### config.mk
export PLATFORM = sky130hd
export DESIGN_NAME = pc_fetch
export DESIGN_NICKNAME = d
export VERILOG_FILES = /design/src/rtl/picomips_pkg.sv /design/src/rtl/pc_fetch.sv
export SDC_FILE = /design/constraint.sdc
export NUM_CORES = 1
export LEC_CHECK = 0
export CAP_MARGIN = 40
export CORE_ASPECT_RATIO = 0.9
export CORE_MARGIN = 4
export CORE_UTILIZATION = 42
export DETAILED_ROUTE_END_ITERATION = 6
export PLACE_DENSITY = 0.87
export SYNTH_ARGS = -nofsm -noshare
export SYNTH_HDL_FRONTEND = slang
export SYNTH_SLANG_ARGS = --single-unit
export TNS_END_PERCENT = 30
### constraint.sdc
create_clock -name clk -period 2.6 [get_ports clk]
set_input_delay 0.26 -clock clk [delete_from_list [all_inputs] [get_ports clk]]
set_output_delay 0.26 -clock clk [all_outputs]
set_load 0.02 [all_outputs]
### src/rtl/picomips_pkg.sv
// Shared picoMIPS definitions: instruction word layout and fetch-stage state type.
package picomips_pkg;

  localparam int DATA_WIDTH_P = 8;
  localparam int ADDR_WIDTH_P = 5;
  localparam int INST_WIDTH_P = 6;
  localparam int IW = INST_WIDTH_P + 2 * ADDR_WIDTH_P + DATA_WIDTH_P;

  // Instruction word field positions: opcode | rd | rs | imm
  localparam int OPC_MSB = 23;
  localparam int OPC_LSB = 18;
  localparam int RD_MSB  = 17;
  localparam int RD_LSB  = 13;
  localparam int RS_MSB  = 12;
  localparam int RS_LSB  = 8;
  localparam int IMM_MSB = 7;
  localparam int IMM_LSB = 0;

  typedef enum logic {
    RUN  = 1'b0,
    HALT = 1'b1
  } fetch_state_t;

endpackage

### src/rtl/pc_fetch.sv
// picoMIPS fetch stage: program counter, instruction register, branch squash,
// downstream stall and halt/resume.
module pc_fetch
  import picomips_pkg::*;
#(
  parameter int DATA_WIDTH = 8,
  parameter int ADDR_WIDTH = 5,
  parameter int PMEM_WIDTH = 5,
  parameter int INST_WIDTH = 6,
  parameter logic [PMEM_WIDTH-1:0] RESET_PC = '0,
  localparam int IR_W = INST_WIDTH + 2 * ADDR_WIDTH + DATA_WIDTH
) (
  input  logic                  clk,
  input  logic                  rst,
  output logic [PMEM_WIDTH-1:0] pmem_addr,
  input  logic [IR_W-1:0]       pmem_dout,
  input  logic                  stall,
  input  logic                  branch_en,
  input  logic                  branch_rel,
  input  logic [DATA_WIDTH-1:0] branch_target,
  input  logic                  halt_req,
  input  logic                  resume,
  output logic [IR_W-1:0]       ir,
  output logic                  ir_valid,
  output logic [PMEM_WIDTH-1:0] ir_pc,
  output logic                  halted
);

  localparam int SUM_W = DATA_WIDTH + PMEM_WIDTH;
  localparam logic [PMEM_WIDTH-1:0] PC_ONE = 1;

  fetch_state_t          state_q, state_d;
  logic [PMEM_WIDTH-1:0] pc_q, pc_d;
  logic [IR_W-1:0]       ir_q, ir_d;
  logic                  ir_valid_q, ir_valid_d;
  logic [PMEM_WIDTH-1:0] ir_pc_q, ir_pc_d;

  logic [SUM_W-1:0]      rel_sum;
  logic [PMEM_WIDTH-1:0] branch_dest;
  logic                  unused_rel_hi;

  // Relative target is computed wide with a sign-extended offset, then wraps mod 2^PMEM_WIDTH
  assign rel_sum = {{DATA_WIDTH{1'b0}}, ir_pc_q}
                 + {{DATA_WIDTH{1'b0}}, PC_ONE}
                 + {{PMEM_WIDTH{branch_target[DATA_WIDTH-1]}}, branch_target};
  assign unused_rel_hi = ^rel_sum[SUM_W-1:PMEM_WIDTH];
  assign branch_dest = branch_rel ? rel_sum[PMEM_WIDTH-1:0]
                                  : branch_target[PMEM_WIDTH-1:0];

  always_comb begin
    state_d    = state_q;
    pc_d       = pc_q;
    ir_d       = ir_q;
    ir_valid_d = ir_valid_q;
    ir_pc_d    = ir_pc_q;
    case (state_q)
      RUN: begin
        if (halt_req && ir_valid_q) begin
          state_d    = HALT;
          ir_valid_d = 1'b0;
          pc_d       = ir_pc_q + PC_ONE;
        end else if (branch_en && ir_valid_q) begin
          // The decoder has already consumed ir, so a branch overrides stall
          pc_d       = branch_dest;
          ir_valid_d = 1'b0;
        end else if (!stall) begin
          ir_d       = pmem_dout;
          ir_pc_d    = pc_q;
          ir_valid_d = 1'b1;
          pc_d       = pc_q + PC_ONE;
        end
      end
      HALT: begin
        ir_valid_d = 1'b0;
        if (resume) begin
          state_d = RUN;
        end
      end
      default: state_d = RUN;
    endcase
  end

  always_ff @(posedge clk) begin
    if (rst) begin
      state_q    <= RUN;
      pc_q       <= RESET_PC;
      ir_q       <= '0;
      ir_valid_q <= 1'b0;
      ir_pc_q    <= '0;
    end else begin
      state_q    <= state_d;
      pc_q       <= pc_d;
      ir_q       <= ir_d;
      ir_valid_q <= ir_valid_d;
      ir_pc_q    <= ir_pc_d;
    end
  end

  assign pmem_addr = pc_q;
  assign ir        = ir_q;
  assign ir_valid  = ir_valid_q;
  assign ir_pc     = ir_pc_q;
  assign halted    = (state_q == HALT);

endmodule

==> Yosys cells after proc, flatten, opt, wreduce, memory -nomap -nowiden <==
Cells that the tools add are included.
Widths: inputs -> output; s select.
{ "op_classes": {"n_addsub": 4, "eq_ne": 2, "mux": 11, "bitwise": 4, "reduce_logical": 4} }
{ "ops": {"columns": ["cell", "n"], "rows": [
  ["$mux 5", 4],
  ["$add 5x1->5 const B", 3],
  ["$add 5x5->5", 1],
  ["$mux 1", 5],
  ["$ne 4x4->1 const B", 1],
  ["$not 1->1", 4],
  ["$pmux 1 s2", 2],
  ["$reduce_and 4->1", 1],
  ["$ne 3x1->1 const B", 1],
  ["$logic_and 1x1->1", 2],
  ["$reduce_and 2->1", 1]
]} }
{ "word_totals": {"register_bits": 36, "output_inout_bits": 36, "elab_cells": 30} }

==> Depth between registers and ports, before layout <==
{ "depth": {"word_depth": 5, "mapped_depth": 8, "ltp_nobuf": 8} }

==> Worst setup path after synthesis <==
Ideal clock, no wire load.
{ "synth_timing": {"path_type": "flip-flop to flip-flop", "startpoint": "register ir_pc_q[0], in the netlist ir_pc[0]", "endpoint": "register pc_q[4], in the netlist pmem_addr[4]", "arrival_ns": 1.872, "required_time_ns": 2.477, "slack_ns": 0.606, "stages_incl_launch_ff": 9, "path_buffers": 0, "path_cell_list": "dfxtp_1 > inv_1 > ha_1 > fa_1 > nand2b_1 > a21oi_1 > mux2i_1 > xnor2_1 > a21oi_2"} }
{ "synth_via": {"elab_chain_len": 5, "word_cells_on_any_way": 6, "classes_between": "add/sub: 3; mux: 3"} }
{ "synth_lines": {"columns": ["element", "line", "source"], "rows": [
  ["start: declaration", "pc_fetch.sv:36", "logic [PMEM_WIDTH-1:0] ir_pc_q, ir_pc_d;"],
  ["start signal: assignment", "pc_fetch.sv:95", "ir_pc_q <= ir_pc_d;"],
  ["$add 5x1->5", "pc_fetch.sv:44, pc_fetch.sv:61", null],
  ["$add 5x5->5", "pc_fetch.sv:45", "+ {{PMEM_WIDTH{branch_target[DATA_WIDTH-1]}}, branch_target};"],
  ["$mux 5", "pc_fetch.sv:47", "assign branch_dest = branch_rel ? rel_sum[PMEM_WIDTH-1:0]"],
  ["$mux 5", "pc_fetch.sv:62", "end else if (branch_en && ir_valid_q) begin"],
  ["$mux 5 (*)", "pc_fetch.sv:58", "if (halt_req && ir_valid_q) begin"],
  ["end signal: assignment", "pc_fetch.sv:92", "pc_q <= pc_d;"],
  ["end: declaration", "pc_fetch.sv:33", "logic [PMEM_WIDTH-1:0] pc_q, pc_d;"]
]} }
Mark *: on every way between the ends. The rest lies on a longest branch, timed or not.
A chain may end at the register's enable or synchronous reset.

==> Final worst setup path <==
{ "layout_timing": {"startpoint": "input port branch_target[0]", "endpoint": "register pc_q[4], in the netlist pmem_addr[4]"} }
{ "layout_via": {"elab_chain_len": 4} }
{ "layout_lines": {"columns": ["element", "line", "source"], "rows": [
  ["start: declaration", "pc_fetch.sv:20", "input logic [DATA_WIDTH-1:0] branch_target,"],
  ["$add 5x5->5", "pc_fetch.sv:45", null],
  ["$mux 5", "pc_fetch.sv:47", null],
  ["$mux 5", "pc_fetch.sv:62", null],
  ["$mux 5", "pc_fetch.sv:58", null]
]} }
No other way between the ends.

==> results.sh <==
export IMPL_synth_simple_gate_area_share_pct=21.65
export IMPL_synth_top_family_by_area="simple AND/OR/NAND/NOR gates"
export IMPL_die_x_um=76.51
export IMPL_n_antenna_cell=0
export IMPL_synthAdderAreaFrac_pct=5.360
export IMPL_rrSetupSlack_ns=0.60
export IMPL_powerDensity_nw_per_um2=577.3
export IMPL_dpl_hpwl_um=3148
export IMPL_synth_mux_area_fraction_pct=2.891
export IMPL_skew_ns=0.004549
export IMPL_end_kind="flip-flop"
export IMPL_synthXorXnorAreaFrac_pct=3.456
export IMPL_routabilityCongestion=0.8705
export IMPL_cts_buffers=5
export IMPL_start_kind="input port"
export IMPL_vias_per_cell=5.094
export IMPL_required_ns=2.77
export IMPL_synth_distinct_cells=38
export IMPL_grt_pass1_vias=1664
export IMPL_die_y_um=69.66
export IMPL_status="complete, no violations"
export IMPL_cts_tree="built"
export IMPL_grtUsageTotal_pct=16.92
export IMPL_dp_cells=322
export IMPL_maxCapViolations=0
export IMPL_wl_um=4298
export IMPL_synthesis_nets=260
export IMPL_ys_warn_count=0
export IMPL_cts_resized=0
export IMPL_holdBufCountCts=0
export IMPL_rows=22
export IMPL_slew_viol_final=0
export IMPL_synth_area_leaders="dfxtp_1 (41%), nand2_1 (12%), a21oi_1 (6.5%)"
export IMPL_syn_avg_cell_area_um2=8.291
export IMPL_h_tree_depth=2
export IMPL_holdCritPathClass="reg2reg"
export IMPL_r2r_start="ir_pc[0]"
export IMPL_drt_pass1_iterations=4
export IMPL_num_vias=1681
export IMPL_grt_busiest_layer="met2"
export IMPL_antenna_found_initial=0
export IMPL_drt_initial_drc_count=103
export IMPL_finalSetupTns_ns=0
export IMPL_grt_use_met3_pct=6.494
export IMPL_start_util_pct=43.55
export IMPL_grt_overflow_total=0
export IMPL_wl_per_cell_um=13.02
export IMPL_final_cells=330
export IMPL_max_vdd_ir_drop_mv=0.3233
export IMPL_rsz0062_at_grt="no"
export IMPL_clkSinkCount=36
export IMPL_clock_latency_ns=0.28
export IMPL_fin_crit_ns=2.024
export IMPL_drive_gt1_share_pct=13.12
export IMPL_fin_ws_ns=0.5763
export IMPL_antenna_left=0
export IMPL_crit_start="branch_target[0]"
export IMPL_nNetsFinal=327
export IMPL_dieArea_um2=5330
export IMPL_synthToLayoutAreaGrowth_pct=47.32
export IMPL_clk_pin_slew_worst_paths_ns=0.07
export IMPL_setup_viol=0
export IMPL_dp_slack_ns=0.2683
export IMPL_cts_root_buffer="clkbuf_8"
export IMPL_worstSetupPathType="in2reg"
export IMPL_synth_top_area_share_pct=40.62
export IMPL_slew_headroom_pct=70.90
export IMPL_grt_max_degree=37
export IMPL_yosys_register_bits=36
export IMPL_min_from="ir[18]"
export IMPL_synth_compound_area_share_pct=19.68
export IMPL_cp_max_fo=2
export IMPL_pin_count=75
export IMPL_ys_seq_area_share_pct=40.62
export IMPL_cp_arrival_ns=2.20
export IMPL_met2_usage_pct=28.20
export IMPL_netlist_area_um2=1774
export IMPL_num_fill_cells=379
export IMPL_power_leakage_nw=0.9724
export IMPL_clk_path_buf_depth=2
export IMPL_fmax_mhz=494.1
export IMPL_core_area_um2=4074
export IMPL_netlist_instances=214
export IMPL_port_buffers=71
export IMPL_finalCritPeriodShare_pct=77.83
export IMPL_yosysTopAreaCell="dfxtp_1"
export IMPL_use_met1_pct=20.19
export IMPL_final_hold_viol_count=0
export IMPL_tightest_slew_ns=0.4365
export IMPL_postCtsSetupBuffers=0
export IMPL_grt_pass1_wl_um=7445
export IMPL_drc=0
## metal layers
layer  vias up  part of all wire [%]  wire (um)
met5         -                     0          0
met4         0                  0.88         38
met3         5                   6.8        292
met2        45                    47       2029
met1       779                    45       1937
li1        852                     -          -
## worst paths after layout
kind	end	depth (start not counted)
max	pmem_addr[4]	9
min reg2reg	ir[18]	2
max reg2reg	pmem_addr[4]	8
min	ir[18]	2
## registers in the layout, indices dropped and copies added (netlist names)
signal     flops
ir            24
halted         1
ir_valid       1
pmem_addr      5
ir_pc          5
## cell usage after synthesis
| master | count |
|---|---|
| nand2_1 | 55 |
| dfxtp_1 | 36 |
| a21oi_1 | 23 |
| a21oi_2 | 12 |
| nand2_2 | 10 |
| nor2_1 | 8 |
| inv_1 | 7 |
| clkbuf_1 | 6 |
| ha_1 | 6 |
| xnor2_1 | 5 |
| mux2i_1 | 4 |
| nand3_1 | 4 |
| buf_2 | 3 |
| buf_6 | 3 |
| a31oi_1 | 2 |
| buf_4 | 2 |
| nand2b_1 | 2 |
| nor3_1 | 2 |
| o211ai_1 | 2 |
| o21ai_0 | 2 |
| o22ai_1 | 2 |
| xor2_1 | 2 |
| a2111oi_0 | 1 |
| a211o_1 | 1 |
| a211oi_1 | 1 |
| a221oi_1 | 1 |
| a22oi_1 | 1 |
| a311oi_1 | 1 |
| and3_1 | 1 |
| fa_1 | 1 |
| mux2_2 | 1 |
| nor2b_1 | 1 |
| nor3_2 | 1 |
| nor4b_1 | 1 |
| o21a_4 | 1 |
| o21ai_1 | 1 |
| o32ai_1 | 1 |
| or3_4 | 1 |
## area by class of cell
cell class,count,area (um^2),share of cell area (%)
multi-input cells,157,947.2,36.24
flip-flops and latches,36,720.7,27.57
repair buffers,74,733.2,28.05
well taps,48,60.06,2.298
inverters,7,26.28,1.005
clock inverters,1,30.03,1.149
clock buffers,7,96.34,3.686
## stage by stage
step	total power, mW	utilization [%]	hold WS, ns	cell area, um^2
after global routing	1.583	64.16	0.4740	2614
after CTS	1.528	64.16	0.4558	2614
after floorplan	0.8338	-	0.3760	1774
after global placement	0.9817	61.06	0.4414	2487
after detailed placement	0.9910	61.06	0.4457	2487
final	1.509	64.16	0.4524	2614
## layout by cell type, fill, tap and decap left out, types with 2 or more instances in the layout
cell type / instances
nand3_1: 4
nor3_1: 2
nand2_1: 55
a21oi_2: 12
inv_1: 7
dfxtp_1: 36
ha_1: 6
o211ai_1: 2
nand2_2: 10
a31oi_1: 2
nor2_1: 8
nand2b_1: 2
clkdlybuf4s50_1: 71
xnor2_1: 5
xor2_1: 2
o21ai_0: 2
a21oi_1: 23
clkbuf_8: 7
buf_4: 3
o22ai_1: 2
mux2i_1: 4
## where the power goes
| part | switching, mW | leakage (nW) | internal, mW |
|---|---|---|---|
| Combinational | 0.176 | 0.613 | 0.176 |
| Clock | 0.195 | 0.0645 | 0.338 |
| Sequential | 0.0345 | 0.295 | 0.589 |
| Total | 0.406 | 0.972 | 1.10 |
## worst max-delay path: stages
cell             delay, ns
clkdlybuf4s50_1       0.48
inv_1                 0.05
ha_1                  0.22
fa_1                  0.41
nand2b_1              0.16
a21oi_1               0.17
mux2i_1               0.23
xnor2_1               0.16
a21oi_2               0.07
## cell families after synthesis
family	after synthesis
adder cells (fa/ha/maj)	7
AO/OA/AOI/OAI	52
buffers and inverters	21
XOR/XNOR	7
flip-flops	36
AND/OR/NAND/NOR	86
multiplexers	5
Power figures use the tool's default switching activity.
